[src/rtl/of_match_arbiter_pkg.sv]
// Shared types for the match arbiter: FSM encodings, selection classes, ctrl bit positions.
// Latency: n/a (declarations only).
// Backpressure: n/a.
package of_arb_pkg;

    typedef enum logic {
        ST_WAIT = 1'b0,
        ST_EMIT = 1'b1
    } arb_state_e;

    typedef enum logic [1:0] {
        SEL_EXACT = 2'd0,
        SEL_WILD  = 2'd1,
        SEL_MISS  = 2'd2
    } sel_class_e;

    // Ctrl bit 0 flags that the action carries an output-port decision.
    localparam int CTRL_OUTPORT_BIT = 0;

    // Exact hit outranks wildcard hit; neither hitting is a miss.
    function automatic sel_class_e classify(input logic exact_hit, input logic wild_hit);
        sel_class_e cls;
        if (exact_hit) begin
            cls = SEL_EXACT;
        end else if (wild_hit) begin
            cls = SEL_WILD;
        end else begin
            cls = SEL_MISS;
        end
        return cls;
    endfunction

endpackage

[src/rtl/of_match_arbiter_if.sv]
// Bundle of the two lookup-result inputs and the merged action output.
// Latency: n/a (wires only).
// Backpressure: exact_rdy/wild_rdy towards the tables, out_rdy from the action processor.
interface of_match_arbiter_if #(
    parameter int ACTION_DATA_WIDTH = 256,
    parameter int ACTION_CTRL_WIDTH = 16
) ();
    logic                         exact_valid;
    logic                         exact_hit;
    logic [ACTION_DATA_WIDTH-1:0] exact_action_data;
    logic [ACTION_CTRL_WIDTH-1:0] exact_action_ctrl;
    logic                         exact_rdy;

    logic                         wild_valid;
    logic                         wild_hit;
    logic [ACTION_DATA_WIDTH-1:0] wild_action_data;
    logic [ACTION_CTRL_WIDTH-1:0] wild_action_ctrl;
    logic                         wild_rdy;

    logic                         out_rdy;
    logic [ACTION_DATA_WIDTH-1:0] action_data_bus;
    logic [ACTION_CTRL_WIDTH-1:0] action_ctrl_bus;
    logic                         action_valid;
    logic                         overflow_err;

    // Arbiter side.
    modport slave (
        input  exact_valid, exact_hit, exact_action_data, exact_action_ctrl,
        output exact_rdy,
        input  wild_valid, wild_hit, wild_action_data, wild_action_ctrl,
        output wild_rdy,
        input  out_rdy,
        output action_data_bus, action_ctrl_bus, action_valid, overflow_err
    );

    // Lookup tables plus action processor side.
    modport master (
        output exact_valid, exact_hit, exact_action_data, exact_action_ctrl,
        input  exact_rdy,
        output wild_valid, wild_hit, wild_action_data, wild_action_ctrl,
        input  wild_rdy,
        output out_rdy,
        input  action_data_bus, action_ctrl_bus, action_valid, overflow_err
    );
endinterface

[src/rtl/of_match_arbiter_fifo.sv]
// Small fallthrough FIFO: head word is readable combinationally whenever not empty.
// Latency: word written in cycle N is at the head in cycle N+1.
// Backpressure: nearly_full at DEPTH-1 entries; writes while full (without a pop) are dropped.
module fallthrough_small_fifo #(
    parameter int WIDTH          = 8,
    parameter int MAX_DEPTH_BITS = 2
) (
    input  logic             clk,
    input  logic             reset,
    input  logic [WIDTH-1:0] din,
    input  logic             wr_en,
    input  logic             rd_en,
    output logic [WIDTH-1:0] dout,
    output logic             full,
    output logic             nearly_full,
    output logic             empty
);
    localparam int DEPTH = 1 << MAX_DEPTH_BITS;
    localparam int CW    = MAX_DEPTH_BITS + 1;
    localparam logic [CW-1:0]             CNT_ONE  = CW'(1);
    localparam logic [CW-1:0]             CNT_FULL = CW'(DEPTH);
    localparam logic [CW-1:0]             CNT_NF   = CW'(DEPTH - 1);
    localparam logic [MAX_DEPTH_BITS-1:0] PTR_ONE  = MAX_DEPTH_BITS'(1);

    logic [WIDTH-1:0]          mem_q [DEPTH];
    logic [MAX_DEPTH_BITS-1:0] wr_ptr_q, wr_ptr_d;
    logic [MAX_DEPTH_BITS-1:0] rd_ptr_q, rd_ptr_d;
    logic [CW-1:0]             count_q, count_d;
    logic                      wr_fire;
    logic                      rd_fire;

    assign full        = (count_q == CNT_FULL);
    assign nearly_full = (count_q >= CNT_NF);
    assign empty       = (count_q == '0);
    assign dout        = mem_q[rd_ptr_q];

    // Pointer and occupancy update; a pop frees the slot a coincident write needs when full.
    always_comb begin
        wr_fire  = wr_en && (!full || rd_en);
        rd_fire  = rd_en && !empty;
        wr_ptr_d = wr_fire ? wr_ptr_q + PTR_ONE : wr_ptr_q;
        rd_ptr_d = rd_fire ? rd_ptr_q + PTR_ONE : rd_ptr_q;
        count_d  = count_q;
        if (wr_fire && !rd_fire) begin
            count_d = count_q + CNT_ONE;
        end else if (!wr_fire && rd_fire) begin
            count_d = count_q - CNT_ONE;
        end
    end

    // Control state register; reset empties the FIFO.
    always_ff @(posedge clk) begin
        if (reset) begin
            wr_ptr_q <= '0;
            rd_ptr_q <= '0;
            count_q  <= '0;
        end else begin
            wr_ptr_q <= wr_ptr_d;
            rd_ptr_q <= rd_ptr_d;
            count_q  <= count_d;
        end
    end

    // Storage write; contents need no reset since occupancy gates visibility.
    always_ff @(posedge clk) begin
        if (!reset && wr_fire) begin
            mem_q[wr_ptr_q] <= din;
        end
    end
endmodule

[src/rtl/of_match_arbiter.sv]
// Pairs exact/wildcard lookup results per packet and emits one action (exact > wild > miss).
// Latency: second result of a pair strobed in cycle N gives action_valid in cycle N+2; one action per 2 cycles.
// Backpressure: out_rdy sampled only before popping a pair; *_rdy drop when an input FIFO is nearly full.
// Optional statistics counters are built when OF_MATCH_ARB_STATS_EN is defined.
module of_match_arbiter
    import of_arb_pkg::*;
#(
    parameter int                           ACTION_DATA_WIDTH = 256,
    parameter int                           ACTION_CTRL_WIDTH = 16,
    parameter logic [ACTION_CTRL_WIDTH-1:0] MISS_ACTION_CTRL  = '0,
    parameter int                           FIFO_DEPTH_BITS   = 2
) (
    input  logic                  clk,
    input  logic                  reset,
    of_match_arbiter_if.slave     bus
`ifdef OF_MATCH_ARB_STATS_EN
    ,
    input  logic                  stats_clr,
    output logic [31:0]           exact_hit_cnt,
    output logic [31:0]           wild_hit_cnt,
    output logic [31:0]           miss_cnt
`endif
);
    localparam int D       = ACTION_DATA_WIDTH;
    localparam int C       = ACTION_CTRL_WIDTH;
    localparam int ENTRY_W = 1 + C + D;

    logic [ENTRY_W-1:0] ex_din, ex_head, wd_din, wd_head;
    logic               ex_empty, ex_full, ex_nfull;
    logic               wd_empty, wd_full, wd_nfull;
    logic               pair_ready;
    logic               pop;
    logic               action_valid;
    arb_state_e         state_q, state_d;
    sel_class_e         sel_class;
    logic [D-1:0]       sel_data;
    logic [C-1:0]       sel_ctrl;
    logic [D-1:0]       action_data_q, action_data_d;
    logic [C-1:0]       action_ctrl_q, action_ctrl_d;
    logic               overflow_err_q, overflow_err_d;

    assign ex_din = {bus.exact_hit, bus.exact_action_ctrl, bus.exact_action_data};
    assign wd_din = {bus.wild_hit, bus.wild_action_ctrl, bus.wild_action_data};

    fallthrough_small_fifo #(.WIDTH(ENTRY_W), .MAX_DEPTH_BITS(FIFO_DEPTH_BITS)) u_exact_fifo (
        .clk         (clk),
        .reset       (reset),
        .din         (ex_din),
        .wr_en       (bus.exact_valid),
        .rd_en       (pop),
        .dout        (ex_head),
        .full        (ex_full),
        .nearly_full (ex_nfull),
        .empty       (ex_empty)
    );

    fallthrough_small_fifo #(.WIDTH(ENTRY_W), .MAX_DEPTH_BITS(FIFO_DEPTH_BITS)) u_wild_fifo (
        .clk         (clk),
        .reset       (reset),
        .din         (wd_din),
        .wr_en       (bus.wild_valid),
        .rd_en       (pop),
        .dout        (wd_head),
        .full        (wd_full),
        .nearly_full (wd_nfull),
        .empty       (wd_empty)
    );

    assign pair_ready = !ex_empty && !wd_empty && bus.out_rdy;

    // FSM state register.
    always_ff @(posedge clk) begin
        if (reset) begin
            state_q <= ST_WAIT;
        end else begin
            state_q <= state_d;
        end
    end

    // FSM next state: a complete pair plus downstream room starts a one-cycle emit.
    always_comb begin
        state_d = state_q;
        case (state_q)
            ST_WAIT: if (pair_ready) state_d = ST_EMIT;
            ST_EMIT: state_d = ST_WAIT;
            default: state_d = ST_WAIT;
        endcase
    end

    // FSM outputs; gated by reset so a pending emit never leaks a strobe.
    always_comb begin
        pop          = 1'b0;
        action_valid = 1'b0;
        if (!reset) begin
            case (state_q)
                ST_WAIT: pop = pair_ready;
                ST_EMIT: action_valid = 1'b1;
                default: ;
            endcase
        end
    end

    // Winner selection from the two FIFO heads.
    always_comb begin
        sel_class = classify(ex_head[ENTRY_W-1], wd_head[ENTRY_W-1]);
        sel_ctrl  = MISS_ACTION_CTRL;
        sel_data  = '0;
        case (sel_class)
            SEL_EXACT: begin
                sel_ctrl = ex_head[D +: C];
                sel_data = ex_head[D-1:0];
            end
            SEL_WILD: begin
                sel_ctrl = wd_head[D +: C];
                sel_data = wd_head[D-1:0];
            end
            default: ;
        endcase
    end

    // Output word capture on pop, and sticky overflow on a write into a full FIFO.
    always_comb begin
        action_data_d  = pop ? sel_data : action_data_q;
        action_ctrl_d  = pop ? sel_ctrl : action_ctrl_q;
        overflow_err_d = overflow_err_q
                       | (bus.exact_valid && ex_full && !pop)
                       | (bus.wild_valid && wd_full && !pop);
    end

    // Output and error registers.
    always_ff @(posedge clk) begin
        if (reset) begin
            action_data_q  <= '0;
            action_ctrl_q  <= '0;
            overflow_err_q <= 1'b0;
        end else begin
            action_data_q  <= action_data_d;
            action_ctrl_q  <= action_ctrl_d;
            overflow_err_q <= overflow_err_d;
        end
    end

    assign bus.exact_rdy       = !ex_nfull;
    assign bus.wild_rdy        = !wd_nfull;
    assign bus.action_valid    = action_valid;
    assign bus.action_data_bus = action_data_q;
    assign bus.action_ctrl_bus = action_ctrl_q;
    assign bus.overflow_err    = overflow_err_q;

`ifdef OF_MATCH_ARB_STATS_EN
    logic [31:0] exact_hit_cnt_q, exact_hit_cnt_d;
    logic [31:0] wild_hit_cnt_q,  wild_hit_cnt_d;
    logic [31:0] miss_cnt_q,      miss_cnt_d;

    // Saturating per-class counters bumped on pop; clear beats a coincident bump.
    always_comb begin
        exact_hit_cnt_d = exact_hit_cnt_q;
        wild_hit_cnt_d  = wild_hit_cnt_q;
        miss_cnt_d      = miss_cnt_q;
        if (stats_clr) begin
            exact_hit_cnt_d = '0;
            wild_hit_cnt_d  = '0;
            miss_cnt_d      = '0;
        end else if (pop) begin
            case (sel_class)
                SEL_EXACT: if (exact_hit_cnt_q != '1) exact_hit_cnt_d = exact_hit_cnt_q + 32'd1;
                SEL_WILD:  if (wild_hit_cnt_q != '1)  wild_hit_cnt_d  = wild_hit_cnt_q + 32'd1;
                default:   if (miss_cnt_q != '1)      miss_cnt_d      = miss_cnt_q + 32'd1;
            endcase
        end
    end

    // Statistics registers.
    always_ff @(posedge clk) begin
        if (reset) begin
            exact_hit_cnt_q <= '0;
            wild_hit_cnt_q  <= '0;
            miss_cnt_q      <= '0;
        end else begin
            exact_hit_cnt_q <= exact_hit_cnt_d;
            wild_hit_cnt_q  <= wild_hit_cnt_d;
            miss_cnt_q      <= miss_cnt_d;
        end
    end

    assign exact_hit_cnt = exact_hit_cnt_q;
    assign wild_hit_cnt  = wild_hit_cnt_q;
    assign miss_cnt      = miss_cnt_q;
`endif
endmodule

[src/flat_wrapper.sv]
// flat-port wrapper written by rule: the top's interface ports become plain ports
module of_match_arbiter_flat import of_arb_pkg::*;
#(
    parameter int                           ACTION_DATA_WIDTH = 256,
    parameter int                           ACTION_CTRL_WIDTH = 16,
    parameter logic [ACTION_CTRL_WIDTH-1:0] MISS_ACTION_CTRL  = '0,
    parameter int                           FIFO_DEPTH_BITS   = 2
)
  (clk, reset, bus_exact_valid, bus_exact_hit, bus_exact_action_data, bus_exact_action_ctrl, bus_exact_rdy, bus_wild_valid, bus_wild_hit, bus_wild_action_data, bus_wild_action_ctrl, bus_wild_rdy, bus_out_rdy, bus_action_data_bus, bus_action_ctrl_bus, bus_action_valid, bus_overflow_err);
  of_match_arbiter_if #(.ACTION_DATA_WIDTH(ACTION_DATA_WIDTH), .ACTION_CTRL_WIDTH(ACTION_CTRL_WIDTH)) bus_i ();
  input  logic clk;
  input  logic reset;
  input wire logic [$bits(bus_i.exact_valid)-1:0] bus_exact_valid;
  input wire logic [$bits(bus_i.exact_hit)-1:0] bus_exact_hit;
  input wire logic [$bits(bus_i.exact_action_data)-1:0] bus_exact_action_data;
  input wire logic [$bits(bus_i.exact_action_ctrl)-1:0] bus_exact_action_ctrl;
  output wire logic [$bits(bus_i.exact_rdy)-1:0] bus_exact_rdy;
  input wire logic [$bits(bus_i.wild_valid)-1:0] bus_wild_valid;
  input wire logic [$bits(bus_i.wild_hit)-1:0] bus_wild_hit;
  input wire logic [$bits(bus_i.wild_action_data)-1:0] bus_wild_action_data;
  input wire logic [$bits(bus_i.wild_action_ctrl)-1:0] bus_wild_action_ctrl;
  output wire logic [$bits(bus_i.wild_rdy)-1:0] bus_wild_rdy;
  input wire logic [$bits(bus_i.out_rdy)-1:0] bus_out_rdy;
  output wire logic [$bits(bus_i.action_data_bus)-1:0] bus_action_data_bus;
  output wire logic [$bits(bus_i.action_ctrl_bus)-1:0] bus_action_ctrl_bus;
  output wire logic [$bits(bus_i.action_valid)-1:0] bus_action_valid;
  output wire logic [$bits(bus_i.overflow_err)-1:0] bus_overflow_err;
  assign bus_i.exact_valid = bus_exact_valid;
  assign bus_i.exact_hit = bus_exact_hit;
  assign bus_i.exact_action_data = bus_exact_action_data;
  assign bus_i.exact_action_ctrl = bus_exact_action_ctrl;
  assign bus_exact_rdy = bus_i.exact_rdy;
  assign bus_i.wild_valid = bus_wild_valid;
  assign bus_i.wild_hit = bus_wild_hit;
  assign bus_i.wild_action_data = bus_wild_action_data;
  assign bus_i.wild_action_ctrl = bus_wild_action_ctrl;
  assign bus_wild_rdy = bus_i.wild_rdy;
  assign bus_i.out_rdy = bus_out_rdy;
  assign bus_action_data_bus = bus_i.action_data_bus;
  assign bus_action_ctrl_bus = bus_i.action_ctrl_bus;
  assign bus_action_valid = bus_i.action_valid;
  assign bus_overflow_err = bus_i.overflow_err;
  of_match_arbiter #(.ACTION_DATA_WIDTH(ACTION_DATA_WIDTH), .ACTION_CTRL_WIDTH(ACTION_CTRL_WIDTH), .MISS_ACTION_CTRL(MISS_ACTION_CTRL), .FIFO_DEPTH_BITS(FIFO_DEPTH_BITS)) u_core (.clk(clk), .reset(reset), .bus(bus_i));
endmodule
[config.mk]
export PLATFORM = sky130hd
export DESIGN_NAME = of_match_arbiter_flat
export DESIGN_NICKNAME = d
export VERILOG_FILES = /design/src/rtl/of_match_arbiter_pkg.sv /design/src/rtl/of_match_arbiter_if.sv /design/src/rtl/of_match_arbiter_fifo.sv /design/src/rtl/of_match_arbiter.sv /design/src/flat_wrapper.sv
export SDC_FILE = /design/constraint.sdc
export NUM_CORES = 2
export LEC_CHECK = 0
export BUFFER_PORTS_ARGS = -buffer_cell sky130_fd_sc_hd__clkbuf_2
export CORE_MARGIN = 4
export CORE_UTILIZATION = 40
export DETAILED_ROUTE_END_ITERATION = 6
export PLACE_DENSITY = 0.64
export SLEW_MARGIN = 0
export SYNTH_ARGS = -nofsm -noshare
export SYNTH_HDL_FRONTEND = slang
export SYNTH_HIERARCHICAL = 1
export SYNTH_SLANG_ARGS = --single-unit
[constraint.sdc]
create_clock -name clk -period 71.4 [get_ports clk]
set_input_delay 0 -clock clk [delete_from_list [all_inputs] [get_ports clk]]
set_output_delay 0 -clock clk [all_outputs]
set_load 0.05 [all_outputs]
-- Word level (Yosys, flattened, before mapping)
Memory sizes are Yosys's and may differ from the RTL's. A register that Yosys moved wholly into a read port is not among the register bits.
Cells that the tools add are included.
- bits in registers: 288
- latch bits: 0
- bits in writable memories: 2184
- bits in read-only memories: 0
- output and inout port bits: 276
- memories kept: 2
- memory list (name ; depth ; width ; read ports ; clocked after memory_dff ; wr ports ; line ; RTL):
    u_core.u_exact_fifo.mem_q ; 4 ; 273 ; 1 ; 1 ; 1 ; of_match_arbiter_fifo.sv:25 ; logic [WIDTH-1:0] mem_q [DEPTH];
    u_core.u_wild_fifo.mem_q ; 4 ; 273 ; 1 ; 1 ; 1 ; of_match_arbiter_fifo.sv:25 ;
- $add $sub $neg: 8
- multiply operators: 0
- divide/modulo/power cells: 0
- magnitude comparators: 2
- equality and inequality tests: 3
- shift operators: 0
- muxes and demuxes: 22
- bitwise logic cells: 3
- reductions and logical operators: 35
- operators by type and width (cell ; number):
    256-bit case mux with 2 select lines ; 1
    16-bit case mux with 2 select lines ; 1
    1-bit logical AND ; 16
    1-bit logical NOT ; 12
    2-bit 2-to-1 mux ; 6
    3-bit 2-to-1 mux ; 4
    1-bit 2-to-1 mux ; 9
    2-bit by 1-bit adder with 2-bit output, second input constant ; 4
    3-bit by 1-bit adder with 3-bit output, second input constant ; 2
    3-bit == test, second input constant ; 2
    3-bit by 2-bit >= comparator with 1-bit output, second input constant ; 2
    3-bit logical NOT ; 2
    3-bit by 1-bit subtractor with 3-bit output, second input constant ; 2
    2-bit nonzero test ; 2
    2-bit by 1-bit == test with 1-bit output, second input constant ; 1
    2-bit logical NOT ; 1
    1-bit logical OR ; 2
    1-bit OR ; 2
    1-bit case mux with 2 select lines ; 1
    1-bit NOT ; 1

-- Logic depth before layout (Yosys ltp)
- word-level depth: 12
- mapped depth: 13
- gate-level depth less buffers: 11

-- Hierarchy
Netlist, hierarchy kept.
- modules (own cells, without submodules) (module ; instances ; cells each ; area each (µm²) ; seq. area each (µm²)):
    fallthrough_small_fifo at u_core.u_wild_fifo ; 1 ; 1476 ; 39769.4 ; 32971.6
    fallthrough_small_fifo at u_core.u_exact_fifo ; 1 ; 1476 ; 39739.4 ; 32971.6
    of_match_arbiter ; 1 ; 1254 ; 12709.7 ; 5485.3

-- Worst setup path before layout
OpenSTA, ideal clock, no wires.
- path kind: register -> register
- from: register u_core.u_wild_fifo.count_q[0]
- to: memory u_core/u_exact_fifo/mem_q[1][0] in the netlist's numbering (enable)
- arrival: 21.651 ns
- data required time: 70.102 ns
- slack: 48.451 ns
- stages on the path, launching flop included: 8
- clock period less this slack: 22.949 ns
- cells stage by stage: dfxtp_1 nor3_1 or4b_1 buf_2 clkbuf_1 nor2_1 o21ai_4 nor3b_1
- longest elaborated chain between the ends: 11
- RTL lines (item ; line ; RTL):
    start: declaration ; of_match_arbiter_fifo.sv:28 ; logic [CW-1:0] count_q, count_d;
    start signal: assignment ; of_match_arbiter_fifo.sv:60 ; count_q <= count_d;
    3-bit logical NOT ; of_match_arbiter_fifo.sv:34 ; assign empty = (count_q == '0);
    via u_core.wd_empty ; of_match_arbiter.sv:30 ; logic wd_empty, wd_full, wd_nfull;
    1-bit logical NOT ; of_match_arbiter.sv:69 ; assign pair_ready = !ex_empty && !wd_empty && bus.out_rdy;
    1-bit logical AND (2 in a row) ; of_match_arbiter.sv:69 ;
    1-bit 2-to-1 mux ; of_match_arbiter.sv:95 ; case (state_q)
    1-bit 2-to-1 mux ; of_match_arbiter.sv:94 ; if (!reset) begin
    via u_core.pop ; of_match_arbiter.sv:32 ; logic pop;
    1-bit logical OR ; of_match_arbiter_fifo.sv:39 ; wr_fire = wr_en && (!full || rd_en);
    1-bit logical AND ; of_match_arbiter_fifo.sv:39 ;
    1-bit logical AND ; of_match_arbiter_fifo.sv:66 ; if (!reset && wr_fire) begin
    1-bit 2-to-1 mux ; of_match_arbiter_fifo.sv:66 ;
    1-bit 2-to-1 mux (implied by the code) ; of_match_arbiter_fifo.sv:67 ; mem_q[wr_ptr_q] <= din;
    end: declaration ; of_match_arbiter_fifo.sv:25 ;
The timed path passes the listed nets, and every way through them passes these cells.

==> out/qor.yml <==
outcome:
  status: "completed"
detailed_routing:
  routed-via-count: 51200
  drc: 0
  routed_wl_um: 247000
  drtPass1Iterations: 5
  first_iter_violations: 5176
  detail_route.wl_per_cell_um: 26.0
  postRouteAntennaNets: 0
  viasPerCell: 5.38
critical_path:
  crit_family: "buffers and inverters"
  r2r_slack_ns: 65.58
  worstPathArrival_ns: 6.62
  critPathKind: "reg -> reg"
  crit_path_cell_trace: "mux4_4 > nor2b_4 > buf_4 > buf_4 > buf_4 > buf_4 > a221oi_2 > nor3_1"
  crit_slowest_cell: "mux4_4"
  critPathBufInv: 4
  worst_path_most_repeated_cell: "buf_4"
  crit_path_start_kind: "register"
  crit_fanout: 49
  cp.required_ns: 72.19
  cpPeakStageDelay_ns: 1.18
  crit_path_end_kind: "register"
clocking:
  post_cts_resized: 0
  cts_root_buf: "clkbuf_16"
  cts_htree_levels: 5
  clk_latency_ns: 0.89
  cts_sinks: 2476
  cts-buffers-inserted: 276
  path_clk_slew_ns: 0.06
  tritoncts: "done"
  clock_path_buffers: 4
finish:
  multi_input_area_um2: 19300
  n_fill_cell: 17800
  drive_gt1_share_pct: 33.1
  areaGrowthSynthToFinish_pct: 29.6
  final_nets: 6790
  post-route-util_pct: 52.3
  regArea_um2: 71400
synthesis:
  synth.distinct_cells: 33
  synth_top_family_by_area: "multiplexers"
  yosysTopAreaCell: "edfxtp_1"
  netlist_instances: 4206
  yosys.area_share.simple_pct: 2.84
  synthTopCellsByArea: "edfxtp_1 71%, mux4_2 13%, dfxtp_1 6.3%"
  netlist_area_um2: 92200
  avgSynthCellArea_um2: 21.9
  synth_compound_area_share_pct: 4.41
  yosysTopAreaCellShare_pct: 71.1
  synth_xor_area_share_pct: 0.0760
  synth_nets: 4769
  synth_seq_cells: 2476
  synth_adder_area_share_pct: 0.179
  synth.area.mux_share_pct: 13.4
  yosys_warnings: 6
  ys_seq_area_share_pct: 77.5
run:
  max-cap-violations: 0
pwr:
  p_per_area_nw_per_um2: 33.2
  vdd_ir_drop_max_mv: 0.0300
  total_power_w: 0.00397
  p_leak_nw: 40.2
floorplan:
  die_area_um2: 238000
  start_util_pct: 40.4
  rows: 175
  core_um2: 228000
  die_h_um: 488
  die_w_um: 488
  io_pins: 827
grt:
  grt_use_met3_pct: 4.86
  grt_overflow: 0
  globalRouteMet1Util_pct: 27.2
  grt_usage_pct: 20.5
  top_usage_layer: "met2"
  antenna_found_initial: 90
  grt_max_degree: 141
  met2_usage_pct: 33.5
  grt_pass1_wl_um: 363000
  grt_pass1_vias: 53600
sta:
  setup_violations: 0
  tightestPinTransition_ns: 1.35
  finalHoldViolCount: 0
  fin_skew_ns: 0.0572
  slew_headroom_pct: 8.67
  period_share_pct: 8.15
  fin_crit_ns: 5.82
  rsz0062_at_grt: "no"
  slew_violations: 0
  finalSetupTns_ns: 0
  fmax_mhz: 172
hold_path:
  hp-class: "in -> reg"
placed_design:
  port_buffers: 826
  dp_hpwl_um: 146000
  routabilityCongestion: 0.766
cell families (layout without fill, tap and decap cells):
kind of cell / Yosys count / after routing
flip-flops: 2476 / 2476
AND/OR/NAND/NOR: 584 / 584
multiplexers: 552 / 552
buffers and inverters: 288 / 2508
AO/OA/AOI/OAI: 286 / 286
adder cells (fa/ha/maj): 12 / 12
XOR/XNOR: 8 / 8
other: 0 / 78
registers in the layout, summed over array words and instances, names as in the netlist, 3 cells and up, named ones only:
name	cells
u_core/bus.action_ctrl_bus	16
u_core/u_wild_fifo/mem_q	1092
u_core/u_exact_fifo/count_q	3
u_core/bus.action_data_bus	256
u_core/u_exact_fifo/mem_q	1092
u_core/u_wild_fifo/count_q	3
what timing repair did:
item | CTS | global route
hold endpoints to repair | 2341 | 0
buffers inserted | 0 | 0
hold buffers | 1099 | 0
path summary, 6_finish.rpt:
| kind | start | to | cells after the start |
|---|---|---|---|
| min reg2reg | u_core/bus.action_data_bus[94] | u_core/bus.action_data_bus[94] | 2 |
| min | bus_exact_action_data[157] | u_core/u_exact_fifo/mem_q[2][157] | 2 |
| max reg2reg | register | u_core/bus.action_data_bus[150] | 8 |
| max | register | u_core/bus.action_data_bus[150] | 8 |
area by class of cell:
cell class / count / area share [%]
well taps: 3009 / 3.15
clock buffers: 383 / 6.45
inverters: 12 / 0.0377
repair buffers: 2019 / 13.3
diodes: 78 / 0.163
clock inverters: 94 / 0.923
multi-input cells: 1442 / 16.2
flip-flops and latches: 2476 / 59.8
layout by cell type, fill, tap and decap left out, types with 3 or more instances in the layout:
master	n
a21oi_1	3
a221oi_1	22
a221oi_2	250
buf_12	6
buf_4	88
bufinv_16	23
clkbuf_1	72
clkbuf_16	280
clkbuf_2	825
clkbuf_8	31
clkinv_1	20
clkinv_2	31
clkinvlp_4	8
dfxtp_1	288
dfxtp_4	4
diode_2	78
dlygate4sd3_1	1099
edfxtp_1	2184
ha_1	10
inv_1	10
inv_6	8
mux2i_1	4
mux4_2	545
nand2b_1	4
nor2_1	289
nor3_1	274
nor3b_2	8
xor2_1	8
power breakdown:
group          total (W)  leakage, nW  switching (W)  internal [W]
Clock            0.00138         4.30       0.000549      0.000836
Sequential       0.00178         22.2      0.0000659       0.00172
Combinational   0.000797         13.7       0.000547      0.000250
metrics by stage:
step	cells	area [µm²]	setup slack [ns]	hold WS (ns)
finish	9513	120000	65.58	0.0806
global route	9477	119000	65.34	0.0340
CTS	9435	119000	65.56	0.0263
detailed placement	7859	99500	65.57	0.221
global placement	7859	99500	65.70	0.214
floorplan	4206	92200	48.45	0.0989
per-layer routing:
| metal | part of all wire (%) | up-vias | wire length (µm) |
|---|---|---|---|
| li1 | - | 21800 | - |
| met1 | 40 | 26700 | 99600 |
| met2 | 49 | 2157 | 121000 |
| met3 | 7.8 | 438 | 19300 |
| met4 | 2.8 | 44 | 7020 |
| met5 | 0.11 | - | 267 |
cells in the mapped netlist, drive strengths merged:
cell    count
nor2b       3
edfxtp   2184
a21o        2
mux2        2
fa          2
or3b        2
dfxtp     292
nand2b      4
mux2i       4
or3         2
a22o        1
nor3b       8
or4b        1
o31ai       2
ha         10
nor3      274
o21ai       4
o311ai      2
nor4b       1
buf       187
a221oi    272
nor2      289
xor2        8
a21oi       3
inv        12
clkbuf     89
mux4      546
worst register-to-register path, stage by stage, from the launching register on:
cell and delay (ns):
dfxtp_4 0.82, mux4_4 1.23, nor2b_4 0.27, buf_4 0.61, buf_4 0.72, buf_4 0.92, buf_4 0.75, a221oi_2 0.16
nor3_1 0.24
No activity file was read; power rests on OpenSTA's default activity.
